File: config.mk
export PLATFORM = sky130hd
export DESIGN_NAME = instr_fetch_ctrl
export DESIGN_NICKNAME = d
export VERILOG_FILES = /design/src/rtl/instr_fetch_ctrl.sv
export SDC_FILE = /design/constraint.sdc
export NUM_CORES = 1
export LEC_CHECK = 0
export CAP_MARGIN = 20
export CORE_UTILIZATION = 42
export CTS_BUF_LIST = sky130_fd_sc_hd__clkbuf_16
export DETAILED_ROUTE_END_ITERATION = 6
export PLACE_DENSITY = 0.79
export SYNTH_ARGS = -nofsm -noshare
export SYNTH_HDL_FRONTEND = slang
export SYNTH_SLANG_ARGS = --single-unit
export TNS_END_PERCENT = 50
File: constraint.sdc
create_clock -name clk -period 2.2 [get_ports clk]
set_input_delay 0.44 -clock clk [delete_from_list [all_inputs] [get_ports clk]]
set_output_delay 0.44 -clock clk [all_outputs]
set_load 0.01 [all_outputs]
File: src/rtl/instr_fetch_ctrl.sv
// Fetch/next-PC controller: loads the reset vector into the PC, fetches over imem req/ack, computes next PC on exec_done.
// Min 3 cycles per instruction; stalls in REQ (timeout fault) and WAIT_EXEC. `define MISALIGN_TRAP_EN for alignment fault.
module instr_fetch_ctrl #(
    parameter logic [31:0] RESET_VECTOR   = 32'h0000_0000,
    parameter int          TIMEOUT_CYCLES = 16
) (
    input  logic        clk,
    input  logic        reset,
    input  logic        start,
    input  logic [31:0] currentPointer,
    output logic [31:0] memLoc,
    output logic        outputEnable,
    output logic        imem_req,
    output logic [31:0] imem_addr,
    input  logic        imem_ack,
    input  logic [31:0] imem_rdata,
    output logic [31:0] instr,
    output logic        instr_valid,
    input  logic        exec_done,
    input  logic        branch_taken,
    input  logic [15:0] branch_offset,
    input  logic        jump,
    input  logic [25:0] jump_target,
    output logic        fault
);

    localparam int CW = $clog2(TIMEOUT_CYCLES + 1);
    localparam logic [CW-1:0] CNT_LAST = CW'(TIMEOUT_CYCLES - 1);

    typedef enum logic [2:0] {
        IDLE,
        INIT,
        REQ,
        WAIT_EXEC,
        UPDATE,
        FAULT_ST
    } state_t;

    state_t        state;
    logic [CW-1:0] toCnt;
    logic [31:0]   pc4;
    logic [31:0]   brOff;
    logic [31:0]   nextPc;
    logic          addrMis;
    logic          nextMis;

    assign pc4    = currentPointer + 32'd4;
    assign brOff  = {{14{branch_offset[15]}}, branch_offset, 2'b00};
    assign nextPc = jump         ? {pc4[31:28], jump_target, 2'b00} :
                    branch_taken ? pc4 + brOff : pc4;

`ifdef MISALIGN_TRAP_EN
    assign addrMis = (currentPointer[1:0] != 2'b00);
    assign nextMis = (nextPc[1:0] != 2'b00);
`else
    assign addrMis = 1'b0;
    assign nextMis = 1'b0;
`endif

    // Request is decoded from the state register so an async reset drops it at once.
    assign imem_req  = (state == REQ) && !addrMis;
    assign imem_addr = currentPointer;

    always_ff @(posedge clk or posedge reset) begin
        if (reset) begin
            state        <= IDLE;
            memLoc       <= 32'd0;
            outputEnable <= 1'b0;
            instr        <= 32'd0;
            instr_valid  <= 1'b0;
            fault        <= 1'b0;
            toCnt        <= '0;
        end else begin
            outputEnable <= 1'b0;
            case (state)
                IDLE: begin
                    if (start) begin
                        memLoc       <= RESET_VECTOR;
                        outputEnable <= 1'b1;
                        state        <= INIT;
                    end
                end
                INIT: begin
                    toCnt <= '0;
                    state <= REQ;
                end
                REQ: begin
                    if (addrMis) begin
                        fault <= 1'b1;
                        state <= FAULT_ST;
                    end else if (imem_ack) begin
                        // An ack in the last allowed cycle still wins over the timeout.
                        instr       <= imem_rdata;
                        instr_valid <= 1'b1;
                        toCnt       <= '0;
                        state       <= WAIT_EXEC;
                    end else if (toCnt == CNT_LAST) begin
                        fault <= 1'b1;
                        state <= FAULT_ST;
                    end else begin
                        toCnt <= toCnt + 1'b1;
                    end
                end
                WAIT_EXEC: begin
                    if (exec_done) begin
                        instr_valid <= 1'b0;
                        if (nextMis) begin
                            fault <= 1'b1;
                            state <= FAULT_ST;
                        end else begin
                            memLoc       <= nextPc;
                            outputEnable <= 1'b1;
                            state        <= UPDATE;
                        end
                    end
                end
                UPDATE: begin
                    state <= REQ;
                end
                FAULT_ST: begin
                    state <= FAULT_ST;
                end
                default: begin
                    state <= IDLE;
                end
            endcase
        end
    end

endmodule

# [Word-level counts from Yosys, hierarchy flattened]
# Cells that the tools add are included.
# W data, S select, Z words.
[op_classes] muxes=19 addsub=3 eq_ne=11 bitwise_logic=1 reduce_logical=11
[ops] op="$mux W32" n=4
[ops] op="$pmux W32 S2" n=1
[ops] op="$add A32 B3 Y32 const B" n=1
[ops] op="$add A32 B32 Y32" n=1
[ops] op="$pmux W3 S5" n=1
[ops] op="$mux W3" n=4
[ops] op="$reduce_and A3 Y1" n=4
[ops] op="$mux W5" n=2
[ops] op="$pmux W5 S2" n=1
[ops] op="$eq A3 B2 Y1 const B" n=2
[ops] op="$eq A3 B3 Y1 const B" n=2
[ops] op="$reduce_bool A2 Y1" n=3
[ops] op="$add A5 B1 Y5 const B" n=1
[ops] op="$eq A5 B4 Y1 const B" n=1
[ops] op="$mux W1" n=4
[ops] op="$ne A2 B2 Y1 const B" n=2
[ops] op="$pmux W1 S2" n=2
[ops] op="$reduce_and A2 Y1" n=2
[ops] op="$eq A3 B1 Y1 const B" n=1
[ops] op="$logic_not A3 Y1" n=1
[ops] op="$ne A3 B1 Y1 const B" n=1
[ops] op="$ne A3 B3 Y1 const B" n=1
[ops] op="$ne A2 B1 Y1 const B" n=1
[ops] op="$reduce_or A2 Y1" n=1
[ops] op="$not A1 Y1" n=1
[totals] regBits=75 inputBits=113 elab_cells=52

# [Logic depth before layout (Yosys ltp)]
[depth] ltp_word=6 mapped_depth=16 ltp_nobuf=16

# [Least setup slack after synthesis]
# No wires, ideal clock.
[synth_path] path_type="in2reg" start="in currentPointer[5]" end="reg memLoc[31]" stages=16 slack_ns=-1.292 required_ns=2.069 arrival_ns=3.362 setup_time_ns=0.131 path_buffers=1 cell_sequence="and3_1 -> and4_1 -> nand3_1 -> nor3_1 -> nand2_1 -> xnor2_1 -> ha_1 -> clkbuf_1 -> nand3_1 -> or4_1 -> nor2_1 -> a2111oi_2 -> mux2i_1 -> nor3_1 -> xnor2_1 -> o21ai_1"
[synth_via] elab_chain_cells=6
[synth_rtl] element="start, declared" line_no="10" source="input logic [31:0] currentPointer,"
[synth_rtl] element="$add A32 B3 Y32 (*)" line_no="47" source="assign pc4 = currentPointer + 32'd4;"
[synth_rtl] element="$add A32 B32 Y32" line_no="50" source="branch_taken ? pc4 + brOff : pc4;"
[synth_rtl] element="$mux W32" line_no="50"
[synth_rtl] element="$mux W32 (*)" line_no="49" source="assign nextPc = jump ? {pc4[31:28], jump_target, 2'b00} :"
[synth_rtl] element="$mux W32 (*)" line_no="105" source="if (exec_done) begin"
[synth_rtl] element="$pmux W32 S2 (*)" line_no="75" source="case (state)"
[synth_rtl] element="end signal, assigned" line_no="111" source="memLoc <= nextPc;"
[synth_rtl] element="end, declared" line_no="11" source="output logic [31:0] memLoc,"
# Every way passes the cells marked *; elsewhere a longest branch is shown, timed or not. The select of a mux whose other input is x is not followed.
# A chain may end at the register's enable or synchronous reset.

# [Worst setup path in the final report]
[layout_path] start="in currentPointer[19]" end="reg memLoc[31]"
# The elaborated chain is that of the path after synthesis.

==> qor.yml <==
outcome: "complete, but fails checks"
violations: "negative setup slack"
route.detailed.drc: 0
avgSynthCellArea_sq_um: 8.87
grt.total_usage_pct: 31.2
synth_area_sq_mm: 0.00595
hpwl_um: 17200
start_util_pct: 43.1
cts_tree: "done"
cap_viol_max_count: 0
grt_first_pass_wirelength_um: 34900
synth_top_family_by_area: "compound AO/OA/AOI/OAI gates"
yosysUniqueCellTypes: 65
synth_ff_type: "dfrtp_1"
synth-compound-area-share_pct: 20.3
fin_crit_ps: 3240
min_path_cells: 1
rsz0062_at_grt: "true"
p_leak_uw: 0.00475
synth_xor_area_share_pct: 7.50
mappedNetlistNets: 822
die_area_sq_mm: 0.0147
synth_top_area_share_pct: 31.5
wl_per_cell_um: 19.3
core_sq_mm: 0.0138
tns_ps: -17930
clkLatencyLatePin_ps: 340
routed-via-count: 6892
vias_per_cell: 5.58
async_reset_ff_share_pct: 100
total_power_uw: 8510
skew_ps: 10.0
post-route-period-util_pct: 147
finalInstanceArea_sq_mm: 0.0107
holdPathEnd: "fault"
dr_wl_met3_um: 2030
yosysMostFrequentCell: "dfrtp_1"
drive_above_1_share_pct: 39.2
hold_viol: 0
worstPathRequired_ps: 2430
cts_sinks: 75
root_buffer: "clkbuf_16"
cts_inserted_buffers: 9
overflow: 0
ys_seq_area_share_pct: 31.5
relSlewSlack_pct: 71.3
synth.area.top_cells: "dfrtp_1, ha_1, mux2_2, xnor2_1, buf_4"
fmax_ghz: 0.309
synth_fa_ha_area_share_pct: 8.11
grt_pass1_vias: 6895
htreeDepth: 3
die_x_um: 121
antenna_found_initial: 0
critPathCaptureType: "flip-flop"
hp-class: "flip-flop to flip-flop"
vdd_drop_max_mv: 0.470
drt_iter0_drc: 440
dr.max_layer_used: "met4"
synth_edf_count: 0
ys_seq_elements: 75
ioPinCount: 213
rr_worst_depth: 10
dr.pass1.iters: 5
grt_max_degree: 76
multi_input_area_sq_mm: 0.00445
cts_hold_buffers: 0
port_buffers: 212
critical_path_arrival_ps: 3470
synthCells: 671
timing.rr.start: "toCnt[0]"
cp-start-kind: "input pin"
power.density_mw_per_mm2: 794
ys_top_cells_by_count: "dfrtp_1, nand2_1, o21ai_0"
finalSetupViolations: 27
tightestPinTransition_ps: 431
met2_length_um: 11500
regArea_sq_mm: 0.00188
met1Wirelength_um: 9380
antenna_left: 0
post_synth_and_or_nand_nor_area_fraction_pct: 17.5
cp_max_fo: 4
setup_ws_ps: -1040
hp-start: "fault"
ff2ff_setup_slack_ps: 160
yosysTopAreaCell: "dfrtp_1"
syn2layout_area_growth_pct: 80.1
drt-total-wl_um: 23900
muxShareOfSynthArea_pct: 7.25
antenna_cells: 0
clk_pin_slew_ps: 60
place_area_sq_mm: 0.00951
row_count: 43
yosysWarningCount: 0
r2r-end: "toCnt[3]"
routabilityCongestion: 0.947
nNetsFinal: 1201
clockBufferDepth: 2
crit_type: "input pin to flip-flop"
fp.dieH_um: 121
fillers: 911
drv_slew: 0
## state kept, by name (all words and copies together), names as in the netlist
signal	count
outputEnable	1
memLoc	32
instr	32
state	3
instr_valid	1
toCnt	5
fault	1
## worst max path at each step
stage | start | to | cells past startpoint
detailed placement | currentPointer[5] | memLoc[31] | 16
global route | currentPointer[20] | memLoc[31] | 16
CTS | currentPointer[7] | memLoc[28] | 15
finish | currentPointer[19] | memLoc[31] | 16
floorplan | currentPointer[5] | memLoc[31] | 16
global placement | currentPointer[7] | memLoc[26] | 15
## per-stage QoR
stage / cells / worst slack, ps / hold slack (ps) / util [%]
after global placement: 1180 / -1650 / 440 / 68.8
final: 1235 / -1040 / 451 / 77.6
after CTS: 1231 / -1030 / 458 / 75.5
after detailed placement: 1180 / -1750 / 446 / 68.8
after global routing: 1235 / -1170 / 471 / 77.6
after floorplan: 671 / -1010 / 467 / -
## layout make-up
cell class / instances / share of cell area (%)
clock inverters: 7 / 0.922
flip-flops and latches: 75 / 17.5
repair buffers: 429 / 35.3
well taps: 180 / 2.10
clock buffers: 9 / 2.10
inverters: 16 / 0.595
multi-input cells: 519 / 41.5
## where the power goes
group | total, uW | switching (uW) | internal (uW)
clock | 1610 | 612 | 1000
sequential | 2360 | 368 | 1990
combinational | 4540 | 1980 | 2560
total | 8510 | 2960 | 5550
## timing repair
| action | in CTS | in global routing |
|---|---|---|
| pin swaps | 77 | 66 |
| buffers inserted | 35 | 11 |
| setup endpoints to repair | 29 | 29 |
| resized for setup | 129 | 55 |
## cell families (layout without fill, tap and decap cells)
group,after synthesis,after routing
XOR/XNOR,51,51
AO/OA/AOI/OAI,177,177
buffers and inverters,77,461
adder cells (fa/ha/maj),38,38
flip-flops,75,75
AND/OR/NAND/NOR,214,214
multiplexers,39,39
## routing by layer
| layer | vias to the layer above | GRT usage (%) |
|---|---|---|
| met3 | 73 | 7.52 |
| met4 | 0 | 13.2 |
| met5 | - | 0 |
| met2 | 383 | 54.9 |
| li1 | 3182 | - |
| met1 | 3254 | 35.9 |
## layout by cell type (no fill, tap or decap), types with 10 or more instances in the layout
cell type        instances
nand4_1                 13
ha_1                    24
buf_4                  203
dlygate4sd2_1           10
a21o_1                  16
o21ai_1                 16
dfrtp_1                 75
xnor2_1                 14
buf_6                   14
o21ai_0                 25
a21oi_1                 23
nand3_1                 16
clkdlybuf4s50_1        185
xor2_1                  17
nor2_1                  42
inv_1                   11
mux2_2                  33
ha_4                    10
xnor2_2                 14
nor2b_1                 10
nand2_1                 52
## worst max-delay path, cell delays in order
cell and delay (ps):
clkdlybuf4s15_2 200, and4_1 220, and3_4 210, nand3_4 110
nor3_4 270, nand2_2 110, xnor2_2 150, ha_1 390
nand3_2 110, or4_4 530, nor2_4 120, a2111oi_4 60
mux2i_1 150, nor3_2 190, xnor2_1 130, o21ai_1 70
(Power assumes the default switching activity.)
